$ cat src/rtl/key_load_ctrl.sv
// Boot-time key sequencer for the logic-locked C432 core: reads key bytes plus a
// checksum byte from NVM, verifies them, and only then drives the core's keyinput bus.
module key_load_ctrl #(
  parameter int               KEY_W     = 29,
  parameter int               ADDR_W    = 8,
  parameter logic [ADDR_W-1:0] BASE_ADDR = 8'h00,
  parameter int               TIMEOUT   = 15,
  parameter int               MAX_RETRY = 2,
  parameter logic [7:0]       CHK_SALT  = 8'hA5
) (
  input  logic              clk,
  input  logic              rst_n,
  input  logic              start,
  input  logic              zeroize,
  output logic              nvm_req,
  output logic [ADDR_W-1:0] nvm_addr,
  input  logic              nvm_rvalid,
  input  logic [7:0]        nvm_rdata,
  output logic [KEY_W-1:0]  key,
  output logic              key_valid,
  output logic              busy,
  output logic              err,
  output logic [1:0]        retry_cnt
);

  localparam int NB    = (KEY_W + 7) / 8;
  localparam int IDX_W = $clog2(NB + 1);
  localparam int TW    = $clog2(TIMEOUT + 1);

  typedef enum logic [2:0] {
    S_IDLE,
    S_WAIT,
    S_CHECK,
    S_GAP,
    S_DONE,
    S_FAIL
  } state_t;

  state_t state_q, state_d;

  logic              req_q, req_d;
  logic [ADDR_W-1:0] addr_q, addr_d;
  logic [IDX_W-1:0]  idx_q, idx_d;
  logic [TW-1:0]     tcnt_q, tcnt_d;
  logic [7:0]        xor_q, xor_d;
  logic [7:0]        chk_q, chk_d;
  logic [KEY_W-1:0]  staging_q, staging_d;
  logic [KEY_W-1:0]  key_q, key_d;
  logic              kv_q, kv_d;
  logic              busy_q, busy_d;
  logic              err_q, err_d;
  logic [1:0]        retry_q, retry_d;

  logic last_byte;
  logic timeout_hit;
  logic chk_pass;
  logic can_retry;

  assign last_byte   = (idx_q == IDX_W'(NB));
  assign timeout_hit = (tcnt_q == TW'(TIMEOUT - 1));
  assign chk_pass    = ((xor_q ^ CHK_SALT) == chk_q);
  assign can_retry   = (retry_q < 2'(MAX_RETRY));

  always_ff @(posedge clk or negedge rst_n) begin
    if (!rst_n) begin
      state_q <= S_IDLE;
    end else begin
      state_q <= state_d;
    end
  end

  always_comb begin
    state_d = state_q;
    if (zeroize) begin
      state_d = S_IDLE;
    end else begin
      case (state_q)
        S_IDLE, S_DONE, S_FAIL: begin
          if (start) state_d = S_WAIT;
        end
        S_WAIT: begin
          if (nvm_rvalid) begin
            if (last_byte) state_d = S_CHECK;
          end else if (timeout_hit) begin
            state_d = can_retry ? S_GAP : S_FAIL;
          end
        end
        S_CHECK: begin
          if (chk_pass) state_d = S_DONE;
          else          state_d = can_retry ? S_GAP : S_FAIL;
        end
        S_GAP:   state_d = S_WAIT;
        default: state_d = S_IDLE;
      endcase
    end
  end

  // Next values of every registered output and datapath register.
  always_comb begin
    req_d     = req_q;
    addr_d    = addr_q;
    idx_d     = idx_q;
    tcnt_d    = tcnt_q;
    xor_d     = xor_q;
    chk_d     = chk_q;
    staging_d = staging_q;
    key_d     = key_q;
    kv_d      = kv_q;
    err_d     = err_q;
    retry_d   = retry_q;
    if (zeroize) begin
      req_d     = 1'b0;
      addr_d    = BASE_ADDR;
      idx_d     = '0;
      tcnt_d    = '0;
      xor_d     = '0;
      chk_d     = '0;
      staging_d = '0;
      key_d     = '0;
      kv_d      = 1'b0;
      err_d     = 1'b0;
      retry_d   = '0;
    end else begin
      case (state_q)
        S_IDLE, S_DONE, S_FAIL: begin
          if (start) begin
            req_d     = 1'b1;
            addr_d    = BASE_ADDR;
            idx_d     = '0;
            tcnt_d    = '0;
            xor_d     = '0;
            chk_d     = '0;
            staging_d = '0;
            key_d     = '0;
            kv_d      = 1'b0;
            err_d     = 1'b0;
            retry_d   = '0;
          end
        end
        S_WAIT: begin
          if (nvm_rvalid) begin
            tcnt_d = '0;
            if (last_byte) begin
              chk_d = nvm_rdata;
              req_d = 1'b0;
            end else begin
              xor_d = xor_q ^ nvm_rdata;
              // Bits of the top byte beyond KEY_W never reach staging.
              for (int k = 0; k < KEY_W; k++) begin
                if (idx_q == IDX_W'(k / 8)) staging_d[k] = nvm_rdata[k % 8];
              end
              addr_d = addr_q + ADDR_W'(1);
              idx_d  = idx_q + IDX_W'(1);
            end
          end else if (timeout_hit) begin
            req_d = 1'b0;
            if (can_retry) begin
              retry_d = retry_q + 2'd1;
            end else begin
              err_d     = 1'b1;
              staging_d = '0;
              kv_d      = 1'b0;
            end
          end else begin
            tcnt_d = tcnt_q + TW'(1);
          end
        end
        S_CHECK: begin
          if (chk_pass) begin
            key_d = staging_q;
            kv_d  = 1'b1;
          end else if (can_retry) begin
            retry_d = retry_q + 2'd1;
          end else begin
            err_d     = 1'b1;
            staging_d = '0;
            kv_d      = 1'b0;
          end
        end
        S_GAP: begin
          req_d     = 1'b1;
          addr_d    = BASE_ADDR;
          idx_d     = '0;
          tcnt_d    = '0;
          xor_d     = '0;
          staging_d = '0;
        end
        default: ;
      endcase
    end
    busy_d = (state_d == S_WAIT) || (state_d == S_CHECK) || (state_d == S_GAP);
  end

  always_ff @(posedge clk or negedge rst_n) begin
    if (!rst_n) begin
      req_q     <= 1'b0;
      addr_q    <= BASE_ADDR;
      idx_q     <= '0;
      tcnt_q    <= '0;
      xor_q     <= '0;
      chk_q     <= '0;
      staging_q <= '0;
      key_q     <= '0;
      kv_q      <= 1'b0;
      busy_q    <= 1'b0;
      err_q     <= 1'b0;
      retry_q   <= '0;
    end else begin
      req_q     <= req_d;
      addr_q    <= addr_d;
      idx_q     <= idx_d;
      tcnt_q    <= tcnt_d;
      xor_q     <= xor_d;
      chk_q     <= chk_d;
      staging_q <= staging_d;
      key_q     <= key_d;
      kv_q      <= kv_d;
      busy_q    <= busy_d;
      err_q     <= err_d;
      retry_q   <= retry_d;
    end
  end

  assign nvm_req   = req_q;
  assign nvm_addr  = addr_q;
  assign key       = key_q;
  assign key_valid = kv_q;
  assign busy      = busy_q;
  assign err       = err_q;
  assign retry_cnt = retry_q;

endmodule

$ cat config.mk
export PLATFORM = sky130hd
export DESIGN_NAME = key_load_ctrl
export DESIGN_NICKNAME = d
export VERILOG_FILES = /design/src/rtl/key_load_ctrl.sv
export SDC_FILE = /design/constraint.sdc
export NUM_CORES = 1
export LEC_CHECK = 0
export CORE_MARGIN = 2
export CORE_UTILIZATION = 50
export CTS_BUF_LIST = sky130_fd_sc_hd__clkbuf_8
export CTS_CLUSTER_SIZE = 12
export DETAILED_ROUTE_END_ITERATION = 8
export PLACE_DENSITY = 0.73
export SETUP_SLACK_MARGIN = 0.5
export SLEW_MARGIN = 20
export SYNTH_ARGS = -nofsm -noshare
export SYNTH_HDL_FRONTEND = slang
export SYNTH_SLANG_ARGS = --single-unit
$ cat constraint.sdc
create_clock -name clk -period 2.3 [get_ports clk]
set_input_delay 0.575 -clock clk [delete_from_list [all_inputs] [get_ports clk]]
set_output_delay 0.575 -clock clk [all_outputs]
set_load 0.02 [all_outputs]
==> results by group, run 1 <==
Worst setup path
  • Crit path from: xor_q[6]
  • Worst Setup EP: staging_q[11]
  • Crit path largest cell delay: 570 ps
  • Levels on crit path: 8
  • CP Max Fanout: 7
  • Worst R2R Setup Slack: 140 ps
  • Slowest-stage cell, CP: or4_4
  • CP dominant cell by count: buf_6
  • Worst R2R Start: xor_q[6]
  • Cell Chain, Critical Path: xor2_2 > or4_4 > nor4_4 > buf_6 > buf_6 > buf_12 > o41ai_2 > o21ai_1
  • CP endpoint kind: register
  • Buf+Inv Stages, Crit Path: 3
  • Worst r2r dst: staging_q[11]
  • Crit path kind: register to register
  • Top cell family by delay on the critical path: simple AND/OR/NAND/NOR gates
  • CP startpoint kind: register
  • Arrival @ worst endpoint: 2450 ps
  • Crit path required time: 2590 ps
  • Reg2Reg Depth: 8

Floorplan
  • Die ar.: 10300 µm²
  • Row count: 35
  • Die height: 101 µm
  • IO Pins: 56
  • Core ar.: 9240 µm²
  • Die Width: 101 µm
  • Initial cell density of the core: 51.4%

Synth
  • Warnings, synthesis: 0
  • Top cell type by total area after synthesis: dfrtp_1
  • Mapped Area: 4750 µm²
  • Synth top area cells: dfrtp_1 (52%), a22o_1 (5.9%), o41ai_1 (5.3%)
  • Syn Nets: 469
  • Sequential cell area fraction in the yosys report: 51.6%
  • Simple-gate area share of the yosys netlist: 12.0%
  • Xor and xnor fraction of the mapped netlist area: 4.06%
  • Share of the synthesized area in the top cell type: 51.6%
  • Yosys cell types: 58
  • Post-synthesis compound-gate area fraction: 25.8%
  • Post-synth EDFFs: 0
  • Yosys reg bits: 98
  • Ys async rst share: 100%
  • Mux contribution to synthesized area: 0.421%
  • Main combinational cell family by area after synthesis: compound AO/OA/AOI/OAI gates
  • Post-synth top flop: dfrtp_1
  • Adder-cell share of the synthesized area: 2.11%
  • Mean Syn Cell Area: 10.6 µm²
  • Mapped Cells: 448

Clocking
  • # H-tree levels: 3
  • Root Driver: clkbuf_8
  • TritonCTS clock tree: done
  • Total CTS buffers: 9
  • CTS clk-pin slew, worst paths: 110 ps
  • Clk_lat worst skew: 390 ps
  • Clock Sink Count: 98
  • Post-cts hold buffer count: 0
  • Maximum buffer depth of the clock tree: 2

Finish
  • Finished Cell Area: 7370 µm²
  • Layout cells sized above 1: 38.4%
  • Ant. Diodes: 0
  • Most frequent cells in the layout: dfrtp_1 (94), buf_4 (74), dlygate4sd2_1 (43)
  • Filler Cells Inserted: 487
  • Final #Nets: 628
  • Final Core Density: 79.8%
  • Multi-input gate area: 2820 µm²
  • Most common cell after layout, fill and taps aside: dfrtp_1
  • Layout area overhead: 55.2%
  • Reg area: 2460 µm²

STA
  • RSZ-0062 raised after global routing: true
  • Final Max Slew Viols: 0
  • Final hold vios: 0
  • Skew final: 17.1 ps
  • Worst relative slew slack: 70.2%
  • Period minus WS final: 2160 ps
  • Final setup vio count: 0
  • Max Fclk: 0.463 GHz
  • Slew of the pin with the lowest slew margin: 447 ps
  • Worst setup margin: 139 ps
  • Period Utilization, post-route: 93.9%
  • Setup TNS: 0 ps

Detailed routing
  • DR pass1 iterations: 5
  • Vias: 4789
  • Average wire per standard cell: 23.1 µm
  • Routed Antenna Nets: 0
  • Remaining DRCs: 0
  • First DRT Iteration DRCs: 464
  • Via-to-Cell Ratio: 6.46
  • Routed WL: 17.1 mm

Pwr
  • Leak pwr: 3.49 nW
  • Worst vdd rail ir drop: 345 µV
  • P per Cell Area: 488 nW/µm²
  • Power Total: 3.60 mW

Placement
  • Gpl congestion: 0.933
  • Buffers added on ports: 55
  • DP HPWL: 8.99 mm
  • Placement Cell Area: 5930 µm²
  • Post-place setup slack: -283 ps

Hold path
  • Hold crit path type: primary input to asynchronous set/reset pin

GRT
  • Antenna violations before repair: 0
  • Largest net degree at the start of global routing: 53
  • First-pass GRT wire length: 22.9 mm
  • Overflow after GRT: 0
  • Vias in the first global route: 4409
  • Total global-route track usage: 29.0%

Job
  • Max_cap viols: 0

Outcome
  • Status: complete, no violations
## final cells by class
| type | count | share of cell area (%) |
|---|---|---|
| timing repair buffer | 173 | 22.8 |
| sequential | 98 | 33.3 |
| clock buffer | 9 | 1.68 |
| clock inverter | 7 | 0.967 |
| inverter | 16 | 0.815 |
| tap | 129 | 2.19 |
| multi-input combinational | 309 | 38.2 |
## flip-flops by register name (all words and copies together), names as in the netlist, 2 cells and up
| register | cells |
|---|---|
| key | 29 |
| staging_q | 29 |
| chk_q | 8 |
| nvm_addr | 8 |
| xor_q | 8 |
| tcnt_q | 4 |
| idx_q | 3 |
| state_q | 3 |
| retry_cnt | 2 |
## synth_stat cells (4+ instances only)
cell       n
and2_1     5
nor3_1     6
xor2_1    17
ha_1       8
nand2b_1   7
buf_2      8
clkbuf_1  13
o31ai_1    4
or3_1      6
nand3_1    6
a21oi_1   14
dfrtp_1   98
o41ai_1   29
inv_1     14
nand2_1   40
o21ai_0   49
a22o_1    32
nor2_1    18
o21a_1     5
o211ai_1   8
xnor2_1    5
## metrics by stage
stage	std cells	hold WS (ps)
floorplan	448	279
global placement	670	476
detailed placement	670	473
CTS	717	84.2
global route	741	88.1
finish	741	75.5
## cell families after synthesis
| logic type | Yosys count |
|---|---|
| fa+ha+maj | 8 |
| flops | 98 |
| simple gates | 108 |
| mux | 2 |
| compound gates | 169 |
| buf+inv | 41 |
| xor+xnor | 22 |
## timing repair
item                       in CTS  in global routing
pin swaps                      29                 38
gates cloned                    6                  2
buffers inserted               25                 22
gates resized for setup       147                 81
setup endpoints to repair     140                 95
## layer usage
layer  share of wire (%)  vias to the layer above  GRT usage (%)
li1                    -                     1993              -
met1                  39                     2363           38.3
met2                  47                      341           47.4
met3                 8.9                       92           4.49
met4                 5.2                        0           13.0
met5                   0                        -              0
## worst min-delay path by stage
stage,to,cells past startpoint
6_report,key[8],1
5_1_grt,key[8],1
4_1_cts,key[8],1
3_5_place_dp,key_valid,1
3_3_place_gp,key[6],1
2_1_floorplan,busy,0
## report_power, final
group	internal (mW)	switching [mW]	leakage, nW
clock	0.424	0.700	0.0991
sequential	1.77	0.0509	1.35
combinational	0.276	0.378	2.04
(Power assumes the default switching activity.)
==> run 2, diff against run 1 <==
HOLD_SLACK_MARGIN = 0.15   (was unset)
==> results by group, run 2 (synthesis results as in run 1) <==
Worst setup path
  • CP startpoint kind: register
  • Worst R2R Start: xor_q[6]
  • Worst r2r dst: staging_q[11]
  • Slowest-stage cell, CP: or4_4
  • Reg2Reg Depth: 8
  • CP endpoint kind: register
  • CP Max Fanout: 7
  • Crit path largest cell delay: 580 ps
  • Buf+Inv Stages, Crit Path: 3
  • CP dominant cell by count: buf_6
  • Arrival @ worst endpoint: 2460 ps
  • Top cell family by delay on the critical path: simple AND/OR/NAND/NOR gates
  • Worst R2R Setup Slack: 140 ps
  • Crit path required time: 2590 ps
  • Cell Chain, Critical Path: xor2_2 > or4_4 > nor4_4 > buf_6 > buf_6 > buf_12 > o41ai_2 > o21ai_1
  • Crit path kind: register to register
  • Levels on crit path: 8

Detailed routing
  • DR pass1 iterations: 7
  • Routed Antenna Nets: 0
  • Remaining DRCs: 0
  • Routed WL: 17.1 mm
  • Via-to-Cell Ratio: 6.45
  • Vias: 4789
  • First DRT Iteration DRCs: 399
  • Average wire per standard cell: 23.0 µm

STA
  • Slew of the pin with the lowest slew margin: 447 ps
  • Skew final: 14.3 ps
  • Period minus WS final: 2160 ps
  • Max Fclk: 0.462 GHz
  • Final hold vios: 0
  • Worst relative slew slack: 70.2%
  • Period Utilization, post-route: 94.1%
  • RSZ-0062 raised after global routing: true
  • Final setup vio count: 0
  • Final Max Slew Viols: 0

GRT
  • Antenna violations before repair: 0
  • Overflow after GRT: 0
  • Largest net degree at the start of global routing: 53
  • Vias in the first global route: 4409
  • First-pass GRT wire length: 22.9 mm
  • Total global-route track usage: 29.0%

Clocking
  • Clk_lat worst skew: 380 ps
  • Total CTS buffers: 9
  • Maximum buffer depth of the clock tree: 2
  • CTS clk-pin slew, worst paths: 110 ps
  • # H-tree levels: 3
  • Clock Sink Count: 98
  • Root Driver: clkbuf_8
  • TritonCTS clock tree: done

Finish
  • Ant. Diodes: 0
  • Layout cells sized above 1: 38.3%
  • Most frequent cells in the layout: dfrtp_1 (94), buf_4 (74), dlygate4sd2_1 (43)
  • Finished Cell Area: 7380 µm²
  • Final #Nets: 629
  • Most common cell after layout, fill and taps aside: dfrtp_1
  • Filler Cells Inserted: 486
  • Layout area overhead: 55.4%

Floorplan
  • IO Pins: 56
  • Die height: 101 µm
  • Initial cell density of the core: 51.4%
  • Row count: 35
  • Core ar.: 9240 µm²
  • Die Width: 101 µm
  • Die ar.: 10300 µm²

Placement
  • Gpl congestion: 0.933
  • Placement Cell Area: 5930 µm²
  • DP HPWL: 8.99 mm
  • Buffers added on ports: 55

Outcome
  • Status: complete, no violations

Pwr
  • Part of the power in registers: 50.6%
  • Power Total: 3.60 mW
  • Internal: 2.47 mW
  • Leak pwr: 3.49 nW
  • Logic gate share of total power: 18.2%
  • Clock network power share: 31.2%
  • Worst vdd rail ir drop: 348 µV
  • Sw Ratio: 31.3%
  • P per Cell Area: 487 nW/µm²
  • Switch Pwr: 1.13 mW

Job
  • Max_cap viols: 0

Hold path
  • Hold crit path type: primary input to register
  • Hold path start: nvm_rvalid
  • WHS Path Cells: 2
  • Hold Path Sink: tcnt_q[1]
run 2: worst max path at each step:
stage / startpoint / to / slack (ps)
finish: xor_q[6] / staging_q[11] / 140
floorplan: nvm_rvalid / staging_q[24] / 270
CTS: tcnt_q[0] / staging_q[27] / 280
detailed placement: nvm_rvalid / staging_q[26] / -280
global placement: nvm_rvalid / staging_q[25] / -260
global route: tcnt_q[0] / staging_q[22] / 110
run 2: power by group through the flow:
| stage | registers [mW] | clock network, mW | logic (mW) |
|---|---|---|---|
| 2_1_floorplan | 1.84 | 0 | 0.236 |
| 3_3_place_gp | 1.84 | 0 | 0.443 |
| 3_5_place_dp | 1.85 | 0 | 0.451 |
| 4_1_cts | 1.82 | 1.12 | 0.531 |
| 5_1_grt | 1.82 | 1.18 | 0.691 |
| 6_report | 1.82 | 1.12 | 0.655 |
run 2: area by class of cell:
type	count	area [µm²]	area share (%)
clock buffer	9	124	1.68
clock inverter	7	71.3	0.966
inverter	16	60.1	0.814
multi-input combinational	309	2820	38.2
sequential	98	2460	33.3
tap	129	161	2.19
timing repair buffer	174	1690	22.9
run 2: per-layer routing:
layer	wire, µm	vias up	global-route usage (%)
li1	-	2001	-
met1	6640	2377	38.3
met2	8150	332	47.4
met3	1460	79	4.49
met4	818	0	13.0
met5	0	-	0
run 2: what timing repair did:
item | in CTS | in global routing
gates cloned | 6 | 2
pin swaps | 29 | 38
endpoints found under the setup margin | 140 | 95
hold buffers | 1 | 0
setup buffers | 25 | 22
hold endpoints to repair | 22 | 0
resized for setup | 147 | 81
run 2: stage by stage:
stage	TNS, ps	setup WS, ps	cells	utilization [%]	hold WS, ps
CTS	0	283	718	73.9	492
floorplan	0	267	448	-	279
global placement	-10630	-261	670	64.2	476
global route	0	107	742	79.9	491
finish	0	135	742	79.9	480
detailed placement	-12740	-283	670	64.2	473
